--- config.mk ---
export PLATFORM = sky130hd
export DESIGN_NAME = plru_table
export DESIGN_NICKNAME = d
export VERILOG_FILES = /design/src/rtl/plru_table.sv
export SDC_FILE = /design/constraint.sdc
export NUM_CORES = 1
export LEC_CHECK = 0
export CAP_MARGIN = 5
export CORE_MARGIN = 1.5
export CORE_UTILIZATION = 31
export CTS_BUF_LIST = sky130_fd_sc_hd__clkbuf_8
export DETAILED_ROUTE_END_ITERATION = 8
export PLACE_DENSITY = 0.47
export SLEW_MARGIN = 20
export SYNTH_ARGS = -nofsm -noshare
export SYNTH_HDL_FRONTEND = slang
export SYNTH_SLANG_ARGS = --single-unit
--- constraint.sdc ---
create_clock -name clk -period 10.6 [get_ports clk]
set_input_delay 2.12 -clock clk [delete_from_list [all_inputs] [get_ports clk]]
set_output_delay 2.12 -clock clk [all_outputs]
set_load 0.03 [all_outputs]
--- src/rtl/plru_table.sv ---
// Tree pseudo-LRU state store for an N-way set-associative cache: one query/touch
// per cycle, victim reported the following cycle, with an init sweep and same-set forwarding.
module plru_table #(
    parameter int SETS  = 64,
    parameter int WAYS  = 4,
    localparam int IDX_W  = $clog2(SETS),
    localparam int WAY_W  = $clog2(WAYS),
    localparam int TREE_W = WAYS - 1
) (
    input  logic             clk,
    input  logic             rstn,
    output logic             init_done,
    input  logic             req_valid,
    output logic             req_ready,
    input  logic [IDX_W-1:0] req_set,
    input  logic             req_touch,
    input  logic [WAY_W-1:0] req_way,
    output logic             resp_valid,
    output logic [WAY_W-1:0] resp_victim
);

    localparam logic [0:0] ST_INIT = 1'b0;
    localparam logic [0:0] ST_RUN  = 1'b1;

    // Tree bit k-1 holds heap node k; extending with a dummy bit 0 lets nodes index directly.
    function automatic logic [WAY_W-1:0] tree_victim(input logic [TREE_W-1:0] tree);
        logic [WAYS-1:0] ext;
        int              node;
        ext  = {tree, 1'b0};
        node = 1;
        for (int lvl = 0; lvl < WAY_W; lvl++) begin
            node = 2 * node + (ext[node[WAY_W-1:0]] ? 1 : 0);
        end
        return WAY_W'(node - WAYS);
    endfunction

    function automatic logic [TREE_W-1:0] tree_touch(input logic [TREE_W-1:0] tree,
                                                     input logic [WAY_W-1:0]  way);
        logic [WAYS-1:0] ext;
        int              node;
        int              dir;
        ext  = {tree, 1'b0};
        node = 1;
        for (int lvl = 0; lvl < WAY_W; lvl++) begin
            dir = (int'(way) >> (WAY_W - 1 - lvl)) & 1;
            ext[node[WAY_W-1:0]] = (dir == 0);
            node = 2 * node + dir;
        end
        return TREE_W'(ext >> 1);
    endfunction

    logic [0:0]        state;
    logic [IDX_W-1:0]  init_cnt;

    (* ram_style = "block" *) logic [TREE_W-1:0] mem [SETS];

    logic              accept_p0;
    logic              vld_p1;
    logic              touch_p1;
    logic [IDX_W-1:0]  set_p1;
    logic [WAY_W-1:0]  way_p1;
    logic [TREE_W-1:0] dout_p1;
    logic [TREE_W-1:0] src_tree_p1;
    logic [TREE_W-1:0] new_tree_p1;
    logic [WAY_W-1:0]  victim_p1;

    logic              fwd_vld;
    logic [IDX_W-1:0]  fwd_set;
    logic [TREE_W-1:0] fwd_tree;

    logic              wr_en;
    logic [IDX_W-1:0]  wr_set;
    logic [TREE_W-1:0] wr_tree;

    assign init_done = (state == ST_RUN);
    assign req_ready = init_done;
    assign accept_p0 = req_valid & init_done;

    // S0 -> S1: RAM read of the request set, read-first against the S1 write.
    always_ff @(posedge clk) begin
        if (wr_en) begin
            mem[wr_set] <= wr_tree;
        end
        dout_p1 <= mem[req_set];
    end

    // S1: the RAM missed last cycle's write to the same set, so take the forwarded tree.
    assign src_tree_p1 = (fwd_vld && fwd_set == set_p1) ? fwd_tree : dout_p1;
    assign victim_p1   = tree_victim(src_tree_p1);
    assign new_tree_p1 = tree_touch(src_tree_p1, way_p1);

    // A request caught in S1 by reset is dropped without a response.
    assign resp_valid  = vld_p1 & rstn;
    assign resp_victim = resp_valid ? victim_p1 : '0;

    always_comb begin
        wr_en   = 1'b0;
        wr_set  = set_p1;
        wr_tree = new_tree_p1;
        if (state == ST_INIT) begin
            wr_en   = rstn;
            wr_set  = init_cnt;
            wr_tree = '0;
        end else begin
            wr_en = rstn & vld_p1 & touch_p1;
        end
    end

    always_ff @(posedge clk) begin
        if (!rstn) begin
            state    <= ST_INIT;
            init_cnt <= '0;
            vld_p1   <= 1'b0;
            touch_p1 <= 1'b0;
            set_p1   <= '0;
            way_p1   <= '0;
            fwd_vld  <= 1'b0;
            fwd_set  <= '0;
            fwd_tree <= '0;
        end else begin
            if (state == ST_INIT) begin
                init_cnt <= init_cnt + 1'b1;
                if (init_cnt == IDX_W'(SETS - 1)) begin
                    state <= ST_RUN;
                end
            end
            vld_p1   <= accept_p0;
            touch_p1 <= req_touch;
            set_p1   <= req_set;
            way_p1   <= req_way;
            fwd_vld  <= vld_p1 & touch_p1;
            fwd_set  <= set_p1;
            fwd_tree <= new_tree_p1;
        end
    end

endmodule

# Word-level counts from Yosys, hierarchy flattened
# Memories as Yosys holds them, arrays and structs flattened. A register that Yosys moved wholly into a read port is not among the register bits.
# Index checks and enable logic that the tools add are counted.
[totals] register_bits=27 ram_bits=192 memories=1 rom_bits=0 latchBits=0 out_inout_bits=5 in_bits=12
[mem_list] memory="mem" depth=64 word_bits=3 rd=1 rd_ports_with_merged_regs=1 wr=1 line_no="55" source="(* ram_style = \"block\" *) logic [TREE_W-1:0] mem [SETS];"
[classes] mul=0 n_lt_le_gt_ge=3 n_shift=0 n_bitwise=4 mux=16 n_eq_ne=2 addsub=5 n_div=0 n_reduce_logical=4
[ops] cell="$logic_not A32 Y1" n=2
[ops] cell="$mux W1" n=9
[ops] cell="$add A6 B1 Y6 const B" n=1
[ops] cell="$eq A6 B6 Y1" n=1
[ops] cell="$eq A6 B6 Y1 const B" n=1
[ops] cell="$lt A2 B3 Y1 const B" n=2
[ops] cell="$mux W3" n=2
[ops] cell="$mux W6" n=1
[ops] cell="$add A2 B1 Y2 const A" n=2
[ops] cell="$and A1 B1 Y1" n=4
[ops] cell="$bwmux W4" n=1
[ops] cell="$add A2 B1 Y2" n=1
[ops] cell="$bmux W1 S2" n=1
[ops] cell="$demux W1 S2" n=1
[ops] cell="$ge A2 B1 Y1 const B" n=1
[ops] cell="$logic_and A1 B1 Y1" n=2
[ops] cell="$mux W2" n=1
[ops] cell="$sub A2 B1 Y2 const B" n=1

# Logic depth before layout (Yosys ltp)
[logic_depth] depth_word=11 mapped_depth=8

# Worst setup path after synthesis
# OpenSTA, ideal clock, no wires.
[synth_timing] path_type="input to output" start="input rstn" end="output resp_victim[1]" t_arrival_ps=2954 required_time_ps=8480 setup_slack_ps=5526 stages=2 path_cell_list="and2_1 -> nor2b_1"
[synth_between] elab_chain_cells=2
[synth_lines] item="start, declared" line_no="11" source="input logic rstn,"
[synth_lines] item="$and A1 B1 Y1" line_no="93" source="assign resp_valid = vld_p1 & rstn;"
[synth_lines] item="$mux W2" line_no="94" source="assign resp_victim = resp_valid ? victim_p1 : '0;"
[synth_lines] item="end, declared" line_no="19" source="output logic [WAY_W-1:0] resp_victim"
# Every way passes these cells.

# Final worst setup path
[layout_timing] start="input rstn" end="output resp_victim[0]"
# Same word-level chain as after synthesis.

==> results.md <==
* Status: finished clean
* First-pass GRT wire length at 31.1 mm
* Worst-Skew Late Latency at 0.53 ns
* Min-Delay Startpoint: vld_p1$_SDFF_PN0_
* WHS Path Cells at 1
* Chip width at 174 um
* Actual slew at the worst max-slew pin at 0.991 ns
* Ys Warns at 0
* Layout Nets at 603
* Sum Neg Setup Slack at 0 ns
* Largest net degree at the start of global routing at 65
* Flop2flop setup slack at 7.66 ns
* DRT Pass-1 Iters at 5
* Starting Density at 0.316
* CTS root buf: clkbuf_8
* Die Height at 174 um
* Final HPWL DP at 12.7 mm
* CTS tree: yes
* Yosys reg bits at 222
* Power density over the cells at 178 nW/um^2
* Fmax at 162 MHz
* RePlAce Congestion at 0.759
* P&R area growth vs syn at 15.3%
* CP Max Fanout at 22
* Avg WL per Cell at 20.2 um
* Routed vias/inst at 4.87
* R2R depth at 5
* Clock Sinks at 222
* CP required at 8.48 ns
* Core area at 28800 um^2
* Post-route setup slack at 4.42 ns
* Row count at 62
* GRT Util Overall at 0.138
* Max-slew violations at 0
* Setup repair bufs after CTS at 0
* Top_reg_cell synth: edfxtp_1
* Syn_nets at 568
* Die ar. at 30400 um^2
* Final setup viols at 0
* # IOs at 17
* Routed wire length at 20.2 mm
* CP Class: primary input to primary output
* Antenna violations before repair at 1
* Min Tclk post-route at 6.18 ns
* Cell area after layout at 10500 um^2
* Max-Cap Viols at 0
* Synthesized area per cell at 16.4 um^2
* Clock slew at reported path FFs at 0.06 ns
* Final worst-path cycle share at 0.583
* Crit path capture type: primary output
* Cts hold-fix bufs at 0
* Distinct cells, synth at 55
* Final ANT Viol Nets at 0
* Worst flop-to-flop path endpoint: mem[7][2]$_DFFE_PP_
* WP data arrival at 4.06 ns
* H-tree depth at 2
* CTS resizes at 0
* Hold WC Path Type: register to register
* FF-to-FF Start: set_p1[2]$_SDFF_PN0_
* Post-Syn Instances at 555
* Setup Skew at 0.0186 ns
* Hold Vio Cnt, Final at 0
* Routed vias at 4875
* Iter 0 DRT Violations at 405
* Setup WS pre-CTS at 4.42 ns
* Seq/Total Area, Yosys at 0.700
* # port buffers at 16
* Max Root-Sink Buffers at 3
* Vias in the first global route at 5033
* N_diodes at 0
* Startpoint types: primary input
* RSZ-0062 raised after global routing: no
* Async SR Flop Fraction at 0
* EDFF count, synth at 192
* Worst IR Drop VDD at 0.0000649 V
* Mapped Area at 9090 um^2
* Leakage at 3.84 nW
* Placement Cell Area at 9650 um^2
* Relative slew slack at 0.339
* CTS buffer count at 37
* Grt ovf at 0
* Hold Path End: fwd_vld$_SDFF_PN0_
* # DRC at 0
* Layout cells sized above 1 at 0.190
==> area by class of cell <==
class | instances | area [um^2]
clock inverters | 27 | 297
multi-input cells | 300 | 2570
flip-flops and latches | 222 | 6370
repair buffers | 25 | 220
clock buffers | 39 | 537
inverters | 4 | 15.0
well taps | 384 | 480
fillers | 2691 | 18300
==> cell usage after synthesis (5+ instances only) <==
library cell / n / area [um^2]
dfxtp_1: 30 / 601
a21oi_1: 5 / 25.0
mux2_2: 9 / 101
and2_1: 17 / 106
mux4_1: 6 / 158
mux2i_1: 11 / 110
nand3_1: 11 / 55.1
o21ai_0: 9 / 45.0
clkbuf_1: 14 / 52.6
xnor2_1: 5 / 43.8
edfxtp_1: 192 / 5770
nand2_1: 33 / 124
buf_2: 5 / 25.0
nor2_1: 78 / 293
nor2b_1: 10 / 62.6
nand3b_1: 6 / 45.0
mux4_2: 40 / 901
==> how the worst max path moves through the flow <==
stage,cells past startpoint,end,slack [ns],from
floorplan,2,resp_victim[1],5.53,rstn
global placement,4,resp_victim[0],4.47,rstn
detailed placement,4,resp_victim[0],4.42,rstn
CTS,4,resp_victim[0],4.42,rstn
global route,4,resp_victim[1],4.26,rstn
finish,4,resp_victim[0],4.42,rstn
==> cells by family (layout without fill, tap and decap cells) <==
logic type / Yosys count / count (layout) / share of synthesized area
mux: 66 / 66 / 0.140
xor+xnor: 9 / 9 / 0.00867
compound gates: 45 / 45 / 0.0367
fa+ha+maj: 1 / 1 / 0.00138
buf+inv: 33 / 95 / 0.0194
flops: 222 / 222 / 0.700
simple gates: 179 / 179 / 0.0940
==> stage by stage <==
stage	instances	hold WS, ns	total power [mW]	utilization
finish	1001	0.511	1.87	0.364
global route	1001	0.526	1.93	0.364
CTS	1001	0.512	1.89	0.364
detailed placement	935	0.505	1.04	0.335
global placement	935	0.490	1.03	0.335
floorplan	555	0.471	1.01	-
==> power by group <==
part,switching (mW),leakage (nW),internal [mW]
Clock,0.339,0.460,0.513
Sequential,0.00781,2.43,0.944
Combinational,0.0382,0.946,0.0261
Total,0.385,3.84,1.48
==> layout by cell type (no fill, tap or decap), types with 3 or more instances in the layout <==
cell / instances
clkdlybuf4s50_1: 14
nor3_1: 4
inv_1: 14
nand4_1: 3
mux2i_1: 11
mux4_1: 6
mux2_2: 9
xor2_1: 4
edfxtp_1: 192
o21ai_0: 9
a21oi_1: 5
nor2_1: 77
nor2b_1: 10
nand3_1: 11
nand2_1: 33
or3_1: 3
xnor2_1: 5
dfxtp_1: 30
buf_4: 10
clkbuf_8: 39
bufinv_16: 7
clkinv_1: 4
mux4_2: 40
nor3b_1: 3
nand3b_1: 6
nand2b_1: 4
and2_1: 17
clkinv_2: 3
a22oi_1: 4
o211a_1: 3
==> routing by layer <==
metal	up-vias	GRT usage	wire length [um]
met4	0	0.0503	550
met5	-	0	0
met1	2473	0.185	8850
met3	46	0.0269	1010
met2	132	0.221	9830
li1	2224	-	-
==> worst max-delay path, cell delays in order <==
cell	delay, ns
clkdlybuf4s50_1	0.86
and2_1	0.26
o211a_1	0.15
clkdlybuf4s50_1	0.66
==> state kept, by name (all words and copies together) (netlist names) <==
signal     cells
dout_p1        3
fwd_set        6
fwd_tree       3
fwd_vld        1
init_cnt       6
init_done      1
mem          192
set_p1         6
touch_p1       1
vld_p1         1
way_p1         2
Power figures use the tool's default switching activity.
